### src/rtl/alu_seq.sv
// Micro-sequencer driving the nibble-serial 8-bit ALU: operand load, low pass, high pass, then result/flags.
// Optional INC/DEC opcodes are enabled by defining ALU_SEQ_INCDEC_EN.
module alu_seq (
   input  logic       clk,
   input  logic       reset,
   input  logic       start,
   input  logic [3:0] opc,
   input  logic [7:0] a,
   input  logic [7:0] b,
   input  logic       cin,
   output logic       busy,
   output logic       done,
   output logic       ill,
   output logic [7:0] result,
   output logic [3:0] flags,
   output logic [7:0] alu_op,
   output logic [1:0] alu_la,
   output logic [1:0] alu_lb,
   output logic [1:0] alu_oe,
   output logic [2:0] alu_rsv,
   output logic       alu_ne,
   output logic       alu_ci,
   output logic       alu_l,
   output logic       alu_h,
   input  logic [7:0] alu_res,
   input  logic       alu_carry,
   input  logic       alu_zero
);

   // state | meaning
   // IDLE  | waiting for start, ALU controls quiet
   // LDA   | operand a driven onto the bus into the A latch
   // LDB   | operand b (or 0x01 for INC/DEC) into the B latch
   // LO    | low-nibble pass, carry captured into hc
   // HI    | high-nibble pass with hc as carry-in, result/flags captured at exit
   typedef enum logic [2:0] {IDLE, LDA, LDB, LO, HI} state_t;

   localparam logic [3:0] OP_ADD = 4'd0;
   localparam logic [3:0] OP_ADC = 4'd1;
   localparam logic [3:0] OP_SUB = 4'd2;
   localparam logic [3:0] OP_SBC = 4'd3;
   localparam logic [3:0] OP_AND = 4'd4;
   localparam logic [3:0] OP_XOR = 4'd5;
   localparam logic [3:0] OP_OR  = 4'd6;
   localparam logic [3:0] OP_CP  = 4'd7;
   localparam logic [3:0] OP_NEG = 4'd8;
   localparam logic [3:0] OP_INC = 4'd9;
   localparam logic [3:0] OP_DEC = 4'd10;

   localparam logic [1:0] LD_NO   = 2'd0;
   localparam logic [1:0] LD_BUS  = 2'd1;
   localparam logic [1:0] LD_ZERO = 2'd2;
   localparam logic [1:0] OE_NONE = 2'd0;
   localparam logic [1:0] OE_SH   = 2'd1;
   localparam logic [1:0] OE_RES  = 2'd2;

   localparam logic [2:0] RSV_ARITH = 3'b000;
   localparam logic [2:0] RSV_AND   = 3'b100;
   localparam logic [2:0] RSV_OR    = 3'b010;
   localparam logic [2:0] RSV_XOR   = 3'b001;

   state_t     state;
   logic [3:0] opc_q;
   logic [7:0] b_q;
   logic       cin_q;
   logic       hc;

   logic       legal_in;
   logic       is_sub;
   logic       is_neg;
   logic       is_cp;
   logic       ci_lo;
   logic [2:0] rsv_q;
   logic [7:0] ldb_val;
   logic       flag_h;
   logic       flag_c;
   logic [3:0] nxt_flags;

   always_comb begin
`ifdef ALU_SEQ_INCDEC_EN
      legal_in = (opc <= OP_DEC);
`else
      legal_in = (opc <= OP_NEG);
`endif
   end

   // Operation class of the latched opcode, shared by the LO and HI passes.
   always_comb begin
      is_sub  = 1'b0;
      ci_lo   = 1'b0;
      rsv_q   = RSV_ARITH;
      ldb_val = b_q;
      is_neg  = (opc_q == OP_NEG);
      is_cp   = (opc_q == OP_CP);
      case (opc_q)
         OP_ADD: ci_lo = 1'b0;
         OP_ADC: ci_lo = cin_q;
         OP_SUB, OP_CP, OP_NEG: begin
            is_sub = 1'b1;
            ci_lo  = 1'b1;
         end
         OP_SBC: begin
            is_sub = 1'b1;
            ci_lo  = ~cin_q;
         end
         OP_AND: rsv_q = RSV_AND;
         OP_XOR: rsv_q = RSV_XOR;
         OP_OR:  rsv_q = RSV_OR;
`ifdef ALU_SEQ_INCDEC_EN
         OP_INC: begin
            ci_lo   = 1'b0;
            ldb_val = 8'h01;
         end
         OP_DEC: begin
            is_sub  = 1'b1;
            ci_lo   = 1'b1;
            ldb_val = 8'h01;
         end
`endif
         default: ci_lo = 1'b0;
      endcase
   end

   always_comb begin
      flag_h = is_sub ? ~hc : hc;
      flag_c = is_sub ? ~alu_carry : alu_carry;
      case (opc_q)
         OP_AND: begin
            flag_h = 1'b1;
            flag_c = 1'b0;
         end
         OP_OR, OP_XOR: begin
            flag_h = 1'b0;
            flag_c = 1'b0;
         end
`ifdef ALU_SEQ_INCDEC_EN
         OP_INC, OP_DEC: flag_c = cin_q;
`endif
         default: ;
      endcase
      nxt_flags = {alu_zero, is_sub, flag_h, flag_c};
   end

   // Control outputs are registered: each transition loads the controls of the state being entered.
   always_ff @(posedge clk or posedge reset) begin
      if (reset) begin
         state   <= IDLE;
         opc_q   <= 4'd0;
         b_q     <= 8'd0;
         cin_q   <= 1'b0;
         hc      <= 1'b0;
         busy    <= 1'b0;
         done    <= 1'b0;
         ill     <= 1'b0;
         result  <= 8'd0;
         flags   <= 4'd0;
         alu_op  <= 8'd0;
         alu_la  <= LD_NO;
         alu_lb  <= LD_NO;
         alu_oe  <= OE_NONE;
         alu_rsv <= RSV_ARITH;
         alu_ne  <= 1'b0;
         alu_ci  <= 1'b0;
         alu_l   <= 1'b0;
         alu_h   <= 1'b0;
      end else begin
         done    <= 1'b0;
         ill     <= 1'b0;
         alu_op  <= 8'd0;
         alu_la  <= LD_NO;
         alu_lb  <= LD_NO;
         alu_oe  <= OE_NONE;
         alu_rsv <= RSV_ARITH;
         alu_ne  <= 1'b0;
         alu_ci  <= 1'b0;
         alu_l   <= 1'b0;
         alu_h   <= 1'b0;
         case (state)
            IDLE: begin
               if (start) begin
                  if (legal_in) begin
                     opc_q  <= opc;
                     b_q    <= b;
                     cin_q  <= cin;
                     busy   <= 1'b1;
                     alu_oe <= OE_SH;
                     // NEG never needs a: it zero-loads the A latch during LO instead.
                     if (opc == OP_NEG) begin
                        state  <= LDB;
                        alu_op <= b;
                        alu_lb <= LD_BUS;
                     end else begin
                        state  <= LDA;
                        alu_op <= a;
                        alu_la <= LD_BUS;
                     end
                  end else begin
                     ill <= 1'b1;
                  end
               end
            end
            LDA: begin
               state  <= LDB;
               alu_op <= ldb_val;
               alu_lb <= LD_BUS;
               alu_oe <= OE_SH;
            end
            LDB: begin
               state   <= LO;
               alu_l   <= 1'b1;
               alu_la  <= is_neg ? LD_ZERO : LD_NO;
               alu_ne  <= is_sub;
               alu_ci  <= ci_lo;
               alu_rsv <= rsv_q;
            end
            LO: begin
               state   <= HI;
               hc      <= alu_carry;
               alu_h   <= 1'b1;
               alu_ci  <= alu_carry;
               alu_oe  <= OE_RES;
               alu_ne  <= is_sub;
               alu_rsv <= rsv_q;
            end
            HI: begin
               state <= IDLE;
               busy  <= 1'b0;
               done  <= 1'b1;
               flags <= nxt_flags;
               if (!is_cp)
                  result <= alu_res;
            end
            default: begin
               state <= IDLE;
               busy  <= 1'b0;
            end
         endcase
      end
   end

endmodule
### config.mk
export PLATFORM = sky130hd
export DESIGN_NAME = alu_seq
export DESIGN_NICKNAME = d
export VERILOG_FILES = /design/src/rtl/alu_seq.sv
export SDC_FILE = /design/constraint.sdc
export NUM_CORES = 1
export LEC_CHECK = 0
export CAP_MARGIN = 10
export CELL_PAD_IN_SITES_DETAIL_PLACEMENT = 0
export CELL_PAD_IN_SITES_GLOBAL_PLACEMENT = 2
export CORE_MARGIN = 5
export CORE_UTILIZATION = 27
export CTS_BUF_LIST = sky130_fd_sc_hd__clkbuf_16
export CTS_CLUSTER_SIZE = 10
export DETAILED_ROUTE_END_ITERATION = 12
export PLACE_DENSITY = 0.73
export SLEW_MARGIN = 20
export SYNTH_ARGS = -nofsm -noshare
export SYNTH_HDL_FRONTEND = slang
export SYNTH_SLANG_ARGS = --single-unit
### constraint.sdc
create_clock -name clk -period 1.55 [get_ports clk]
set_clock_uncertainty 0.15 [all_clocks]
set_input_delay 0.31 -clock clk [delete_from_list [all_inputs] [get_ports clk]]
set_output_delay 0.31 -clock clk [all_outputs]
set_load 0.02 [all_outputs]
# Word-level counts from Yosys, hierarchy flattened
# Cells that the tools add are included.
# W data, S select, Z words.
dict set report totals {
  ff_bits 53
  in_bits 34
  output_inout_bits 36
  wordCells 90
}
dict set report classes {
  magnitude_cmp 1
  eq_ne 15
  muxes 39
  bitwise_logic 5
  n_reduce_logical 11
}
# op n
set ops {}
lappend ops {{$mux W8} 3}
lappend ops {{$mux W1} 21}
lappend ops {{$eq A4 B3 Y1 const B} 4}
lappend ops {{$pmux W8 S2} 1}
lappend ops {{$pmux W3 S4} 1}
lappend ops {{$mux W3} 3}
lappend ops {{$pmux W3 S3} 1}
lappend ops {{$reduce_or A3 Y1} 3}
lappend ops {{$eq A4 B2 Y1 const B} 2}
lappend ops {{$eq A4 B4 Y1 const B} 2}
lappend ops {{$pmux W1 S2} 4}
lappend ops {{$eq A3 B2 Y1 const B} 2}
lappend ops {{$pmux W2 S3} 1}
lappend ops {{$reduce_and A3 Y1} 2}
lappend ops {{$not A1 Y1} 5}
lappend ops {{$eq A4 B1 Y1 const B} 1}
lappend ops {{$le A4 B4 Y1 const B} 1}
lappend ops {{$mux W2} 2}
lappend ops {{$ne A2 B2 Y1 const B} 2}
lappend ops {{$pmux W2 S2} 1}
lappend ops {{$reduce_and A2 Y1} 2}
lappend ops {{$reduce_or A2 Y1} 2}
lappend ops {{$reduce_or A4 Y1} 1}
lappend ops {{$eq A3 B1 Y1 const B} 1}
lappend ops {{3 further kinds} 3}

# Logic depth before layout (Yosys ltp)
# Gate-level depths: netlist of run 1.
dict set report logic_depth {
  word_depth 5
  mapped_depth 6
  mapped_depth_nobuf 5
}

# Worst setup path after synthesis of run 1
# No wires, ideal clock.
dict set report synth_path {
  path_kind {register -> register}
  start {register opc_q[3]}
  end {register result[0]}
  setup_time_ps 125
  t_arrival_ps 1316
  t_required_ps 1275
  path_slack_ps -41
  stages_incl_launch_ff 6
  path_buffers 2
  synth_period_minus_slack_ps 1591
  cell_sequence {dfrtp_1 > buf_2 > nor2b_1 > a31o_1 > buf_6 > mux2_4}
}
dict set report synth_via {
  elab_chain_cells 3
}
# item line
set synth_lines {}
lappend synth_lines {{start: declaration} 63} ;# logic [3:0] opc_q;
lappend synth_lines {{start signal: assignment} 182} ;# opc_q <= opc;
lappend synth_lines {{$eq A4 B3 Y1} 94} ;# is_cp = (opc_q == OP_CP);
lappend synth_lines {{$not A1 Y1 (no line)} -}
lappend synth_lines {{$reduce_and A2 Y1 (no line)} -}
lappend synth_lines {{end signal: assignment} 231} ;# result <= alu_res;
lappend synth_lines {{end: declaration} 14} ;# output logic [7:0] result,
# Every way passes these cells.
# A chain may end at the register's enable or synchronous reset.

# Worst setup path in the final report of run 1
dict set report layout_path {
  start {register state[1]}
  end {register result[4]}
}
dict set report layout_via {
  elab_chain_cells 2
}
# item line
set layout_lines {}
lappend layout_lines {{start: declaration} 62} ;# state_t state;
lappend layout_lines {{start signal: assignment} 147} ;# state <= IDLE;
lappend layout_lines {{start signal: assignment} 189} ;# state <= LDB;
lappend layout_lines {{start signal: assignment} 193} ;# state <= LDA;
lappend layout_lines {{$eq A3 B3 Y1} 178} ;# case (state)
lappend layout_lines {{$reduce_and A2 Y1 (no line)} -}
# Every way passes these cells.

==> results of run 1 <==
-- logic make-up (layout without fill, tap and decap cells) --
family	Yosys count	after routing	synth area share [%]
flip-flops	51	51	56.5
AND/OR/NAND/NOR	48	49	11.5
AO/OA/AOI/OAI	38	38	11.5
multiplexers	23	23	14.4
buffers and inverters	21	113	5.16
XOR/XNOR	2	2	0.776
other	1	1	0.166
-- per-layer routing --
metal	track usage (%)	up-vias	part of all wire (%)
met4	1.84	0	0.74
met3	3.17	4	6.2
met1	15.8	798	49
met2	17.4	49	44
met5	0	-	0
li1	-	827	-
-- area by class of cell --
cell class	count	share of cell area (%)
clock buffer	5	3.69
timing repair buffer	97	26.0
tap	105	3.87
sequential	51	37.6
clock inverter	3	0.848
inverter	8	0.995
multi-input combinational	113	27.0
-- power by group through the flow --
stage	sequential (mW)	clock [mW]	combinational, mW
6_report	2.22	1.13	3.06
5_1_grt	2.31	1.22	3.34
4_1_cts	2.23	1.17	3.07
3_5_place_dp	2.26	0	3.24
3_3_place_gp	2.26	0	3.22
2_1_floorplan	2.59	0	1.51
-- Yosys cell counts, types with 2 or more instances --
library cell,count
a22oi_1,9
xnor2_1,2
nor3b_1,3
inv_2,5
buf_6,3
nor2b_1,2
buf_2,6
o21ai_0,2
nand3b_1,2
a21oi_1,7
clkbuf_1,2
a211oi_1,2
nand2_1,12
inv_1,3
nand2b_1,3
nor2_1,14
mux2_4,18
o21ai_1,8
mux2i_1,2
buf_4,2
nor3_1,6
mux2_1,3
dfrtp_1,51
-- worst max-delay path: stages, from the launching register on --
cell and delay, ps:
dfrtp_1 410, nor2_4 140, nand2_2 60, a31o_1 220, buf_12 160, mux2_4 290
-- stage by stage --
stage	hold WS, ps	TNS (ps)
detailed placement	317	-9160
finish	276	-0.951
global placement	306	-8770
CTS	288	-160
floorplan	209	-238
global route	312	-1010
-- registers in the layout, summed over array words and instances, names as in the netlist, 2 cells and up --
register / flops
state: 3
opc_q: 4
flags: 4
alu_la: 2
alu_op: 8
b_q: 8
alu_rsv: 3
result: 8
-- worst paths after layout --
check	startpoint	endpoint	slack (ps)
worst max-delay path	state[1]$_DFFE_PP0P_	result[4]$_DFFE_PP0P_	-1
worst min-delay path	reset	b_q[7]$_DFFE_PP0P_	280
worst max register to register	state[1]$_DFFE_PP0P_	result[4]$_DFFE_PP0P_	-1
worst min register to register	flags[3]$_DFFE_PP0P_	flags[3]$_DFFE_PP0P_	320
max in group asynchronous	reset	alu_l$_DFF_PP0_	730
min in group clk	flags[3]$_DFFE_PP0P_	flags[3]$_DFFE_PP0P_	320
-- what timing repair did --
action / in CTS / in global routing
setup buffers: 2 / 0
pin swaps: 4 / 1
gates resized for setup: 41 / 7
cloned: 1 / 0
endpoints found under the setup margin: 62 / 34
==> impl_metrics.tcl, run 1 <==
set metrics [dict create \
    status "finished with violations" \
    violations "setup timing" \
    async_reset_ff_share_pct 100 \
    cts_made_buffers 5 \
    synth_top_area_share_pct 56.5 \
    gp_congestion 0.794 \
    p_leak_nw 1.66 \
    die-area_sq_mm 0.0103 \
    placedCellCount 371 \
    syn_to_final_growth_pct 50.4 \
    ios 70 \
    total_power_mw 6.41 \
    critical_path_peak_fanout 8 \
    intPower_mw 4.08 \
    antenna_found_initial 0 \
    clkPwrFrac_pct 17.6 \
    syn-cell-area_sq_mm 0.00226 \
    grt_pass1_wl_mm 9.14 \
    grt_max_degree 52 \
    drv_cap 0 \
    grt_pass1_vias 1822 \
    cts-htree-levels 2 \
    die_h_microns 101 \
    ant_nets 0 \
    power.switching_mw 2.33 \
    finish.utilization_pct 41.5 \
    drive_above_1_share_pct 27.1 \
    worstSetupEndpointType "register" \
    rows 33 \
    timing.final.ws_setup_ps -0.951 \
    yosysWarnings 0 \
    finalSetupViolations 1 \
    hold_violations 0 \
    first_pass_iters 4 \
    placement.setup.worst_slack_ps -433 \
    synth_top_area_cell "dfrtp_1" \
    core_sq_mm 0.00818 \
    final.period_utilization_pct 100 \
    n_antenna_cell 0 \
    clk_latency_ps 290 \
    synth_seq_area_share_pct 56.5 \
    overflow 0 \
    dpl_cell_area_sq_mm 0.00322 \
    cts_tree "yes" \
    cts-hold-fix-buffers 0 \
    most-common-layout-cells "dfrtp_1, dlygate4sd2_1, clkdlybuf4s50_1" \
    vdd_ir_drop_max_uv 720 \
    start_kind "register" \
    dp_hpwl_mm 3.93 \
    avgSynthCellArea_sq_um 12.3 \
    layout.cells.non_filler 382 \
    via_per_inst 4.39 \
    rsz0062_at_grt "yes" \
    final_nets 310 \
    synth-edff-count 0 \
    gr-usage-all-layers_pct 11.2 \
    seqCellArea_sq_mm 0.00128 \
    ys_types 40 \
    vias 1678 \
    initial_utilization_pct 27.6 \
    clockBufferDepth 2 \
    multi_input_area_sq_um 917 \
    cp.arrival_ps 1570 \
    crit_type "register to register" \
    p_sw_share_pct 36.4 \
    clk_pin_slew_ps 80 \
    drtIter0Drc 57 \
    io_buffers 68 \
    synth.area.top_cells "dfrtp_1, mux2_4, a22oi_1, nor2_1, nand2_1" \
    p_comb_share_pct 47.8 \
    fmax_ghz 0.645 \
    synth_cells 184 \
    wl_per_cell_microns 14.1 \
    power_density_mw_per_mm2 1890 \
    final_common_cell "dfrtp_1" \
    hold_class "primary input to async pin" \
    root_buffer "clkbuf_16" \
    cts_sinks 51 \
    fillers 815 \
    cp.required_ps 1570 \
    design_area_sq_mm 0.00339 \
    totalWireLength_mm 5.39 \
    route.detailed.drc 0 \
    finalCriticalPeriod_ps 1550 \
    pwr-share-seq_pct 34.6 \
    reg2reg_depth 5 \
    die_x_microns 101 \
    syn_nets 218 \
    synth-seq-cells 51 \
    final-max-slew-violation-count 0 \
    ys.flop_type "dfrtp_1" \
]
Power figures use the tool's default switching activity.
==> run 2: changes to the inputs <==
--- a/config.mk
+++ b/config.mk
@@ -13,6 +13,7 @@
 export CTS_BUF_LIST = sky130_fd_sc_hd__clkbuf_16
 export CTS_CLUSTER_SIZE = 10
 export DETAILED_ROUTE_END_ITERATION = 12
+export GPL_ROUTABILITY_DRIVEN = 0
 export PLACE_DENSITY = 0.73
 export SLEW_MARGIN = 20
 export SYNTH_ARGS = -nofsm -noshare
==> results of run 2 <==
Final layout, timing and power as in run 1 (identical DEF).
==> run 3: changes to the inputs <==
--- a/config.mk
+++ b/config.mk
@@ -15,6 +15,7 @@
 export DETAILED_ROUTE_END_ITERATION = 12
 export GPL_ROUTABILITY_DRIVEN = 0
 export PLACE_DENSITY = 0.73
+export SETUP_SLACK_MARGIN = 0.02
 export SLEW_MARGIN = 20
 export SYNTH_ARGS = -nofsm -noshare
 export SYNTH_HDL_FRONTEND = slang
==> run 3 against run 2 <==
- the run now ends clean
- critical endpoint is now result[3]$_DFFE_PP0P_
- register-to-register slack about the same
- count of clock-buffer cells in the layout unchanged
- routed wire length unchanged
- worst setup slack better by 2.0 ps
- final area about the same
- critical path depth unchanged
- clock power about the same
- core utilization about the same
- non-clock buffer count unchanged
- sequential cell count unchanged
==> impl_metrics.tcl, run 3 (synthesis results as in run 1) <==
set metrics [dict create \
    status "complete, no violations" \
    reg2reg_depth 5 \
    power_density_mw_per_mm2 1890 \
    critical_path_peak_fanout 8 \
    vias 1691 \
    drv_cap 0 \
    layout.cells.non_filler 382 \
    n_antenna_cell 0 \
    total_power_mw 6.40 \
    clockBufferDepth 2 \
    hold_class "primary input to async pin" \
    power.switching_mw 2.32 \
    initial_utilization_pct 27.6 \
    finalSetupViolations 0 \
    cp_slowest_cell "dfrtp_1" \
    crit_type "register to register" \
    die_x_microns 101 \
    core_sq_mm 0.00818 \
    grt_pass1_vias 1822 \
    clkPwrFrac_pct 17.6 \
    vdd_ir_drop_max_uv 717 \
    final.period_utilization_pct 99.9 \
    pwr-share-seq_pct 34.7 \
    finalCriticalPeriod_ps 1550 \
    cp-startpoint "state[1]$_DFFE_PP0P_" \
    cts_tree "yes" \
    cts_made_buffers 5 \
    io_buffers 68 \
    r2r_end "result[3]$_DFFE_PP0P_" \
    worstPathCellList "nor2_4 > nand2_2 > a31o_1 > buf_12 > mux2_4" \
    antenna_found_initial 0 \
    reg2reg_slack_ps 1 \
    dp_hpwl_mm 3.93 \
    cp.required_ps 1570 \
    crit_end "result[3]$_DFFE_PP0P_" \
    overflow 0 \
    fmax_ghz 0.646 \
    syn_to_final_growth_pct 50.3 \
    ios 70 \
    clk_latency_ps 290 \
    timing.rr.start "state[1]$_DFFE_PP0P_" \
    cts_sinks 51 \
    first_pass_iters 4 \
    cts-hold-fix-buffers 0 \
    drive_above_1_share_pct 26.7 \
    finish.utilization_pct 41.5 \
    root_buffer "clkbuf_16" \
    worstSetupEndpointType "register" \
    cp.arrival_ps 1570 \
    via_per_inst 4.43 \
    slowest_delay_ps 410 \
    p_comb_share_pct 47.7 \
    p_leak_nw 1.66 \
    final-max-slew-violation-count 0 \
    die-area_sq_mm 0.0103 \
    ant_nets 0 \
    clk_pin_slew_ps 80 \
    rsz0062_at_grt "yes" \
    die_h_microns 101 \
    final_common_cell "dfrtp_1" \
    totalWireLength_mm 5.39 \
    gr-usage-all-layers_pct 11.2 \
    final_nets 310 \
    p_sw_share_pct 36.3 \
    reg.largest.list "alu_op: 8 flops, b_q: 8 flops, result: 8 flops" \
    route.detailed.drc 0 \
    intPower_mw 4.08 \
    grt_pass1_wl_mm 9.14 \
    cts-htree-levels 2 \
    rows 33 \
    start_kind "register" \
    hold_violations 0 \
    most-common-layout-cells "dfrtp_1, dlygate4sd2_1, clkdlybuf4s50_1" \
    grt_max_degree 52 \
    wl_per_cell_microns 14.1 \
    drtIter0Drc 59 \
    placedCellCount 371 \
]
run 3: changes by cell type in the layout (fill, tap and decap cells not counted):
cell	previous run	this run
nor2_1	13	14
nor2_2	1	0
run 3: what timing repair did:
item,4_1_cts,5_1_grt
gates cloned,1,0
pin swaps,4,1
endpoints found under the setup margin,64,35
setup buffers,2,0
resized for setup,41,6
run 3: power by group through the flow:
stage	logic (mW)	registers, mW	clock network (mW)
final	3.05	2.22	1.12
after global routing	3.33	2.31	1.22
after CTS	3.07	2.23	1.17
after detailed placement	3.24	2.26	0
after global placement	3.22	2.26	0
after floorplan	1.51	2.59	0
run 3: metal layers:
metal | wire length (microns) | track usage [%]
met1 | 2620 | 15.8
met2 | 2390 | 17.4
met3 | 349 | 3.17
met4 | 37 | 1.84
met5 | 0 | 0
run 3: cell type report:
cell class | instances | area (sq um)
clock buffer | 5 | 125
tap | 105 | 131
inverter | 8 | 33.8
sequential | 51 | 1280
multi-input combinational | 113 | 915
clock inverter | 3 | 28.8
fill | 817 | 4780
timing repair buffer | 97 | 882
run 3: worst min path at each step:
stage                               from                   end  slack [ps]  cells after the start
floorplan                          reset      alu_ci$_DFF_PP0_         210                      1
global placement    flags[3]$_DFFE_PP0P_  flags[3]$_DFFE_PP0P_         310                      2
detailed placement  flags[3]$_DFFE_PP0P_  flags[3]$_DFFE_PP0P_         320                      2
CTS                                reset    b_q[7]$_DFFE_PP0P_         290                      3
global route                       reset    b_q[7]$_DFFE_PP0P_         310                      3
finish                             reset    b_q[7]$_DFFE_PP0P_         280                      3
run 3: per-stage QoR:
step	TNS [ps]	cell area [sq um]	setup WS [ps]	hold slack, ps
4_1_cts	-160	3360	-17.3	288
5_1_grt	-1010	3390	-70.7	312
3_3_place_gp	-8770	3220	-387	306
3_5_place_dp	-9160	3220	-433	317
6_report	0	3390	1.06	278
2_1_floorplan	-238	2270	-13.7	209
run 3: worst max-delay path, delay by kind of cell (launching register included):
family                 cells  cell delay, ps
DFF                        1             410
and+or+nand+nor            2             200
AOI/OAI and AO/OA          1             220
buffers and inverters      1             160
muxes                      1             290
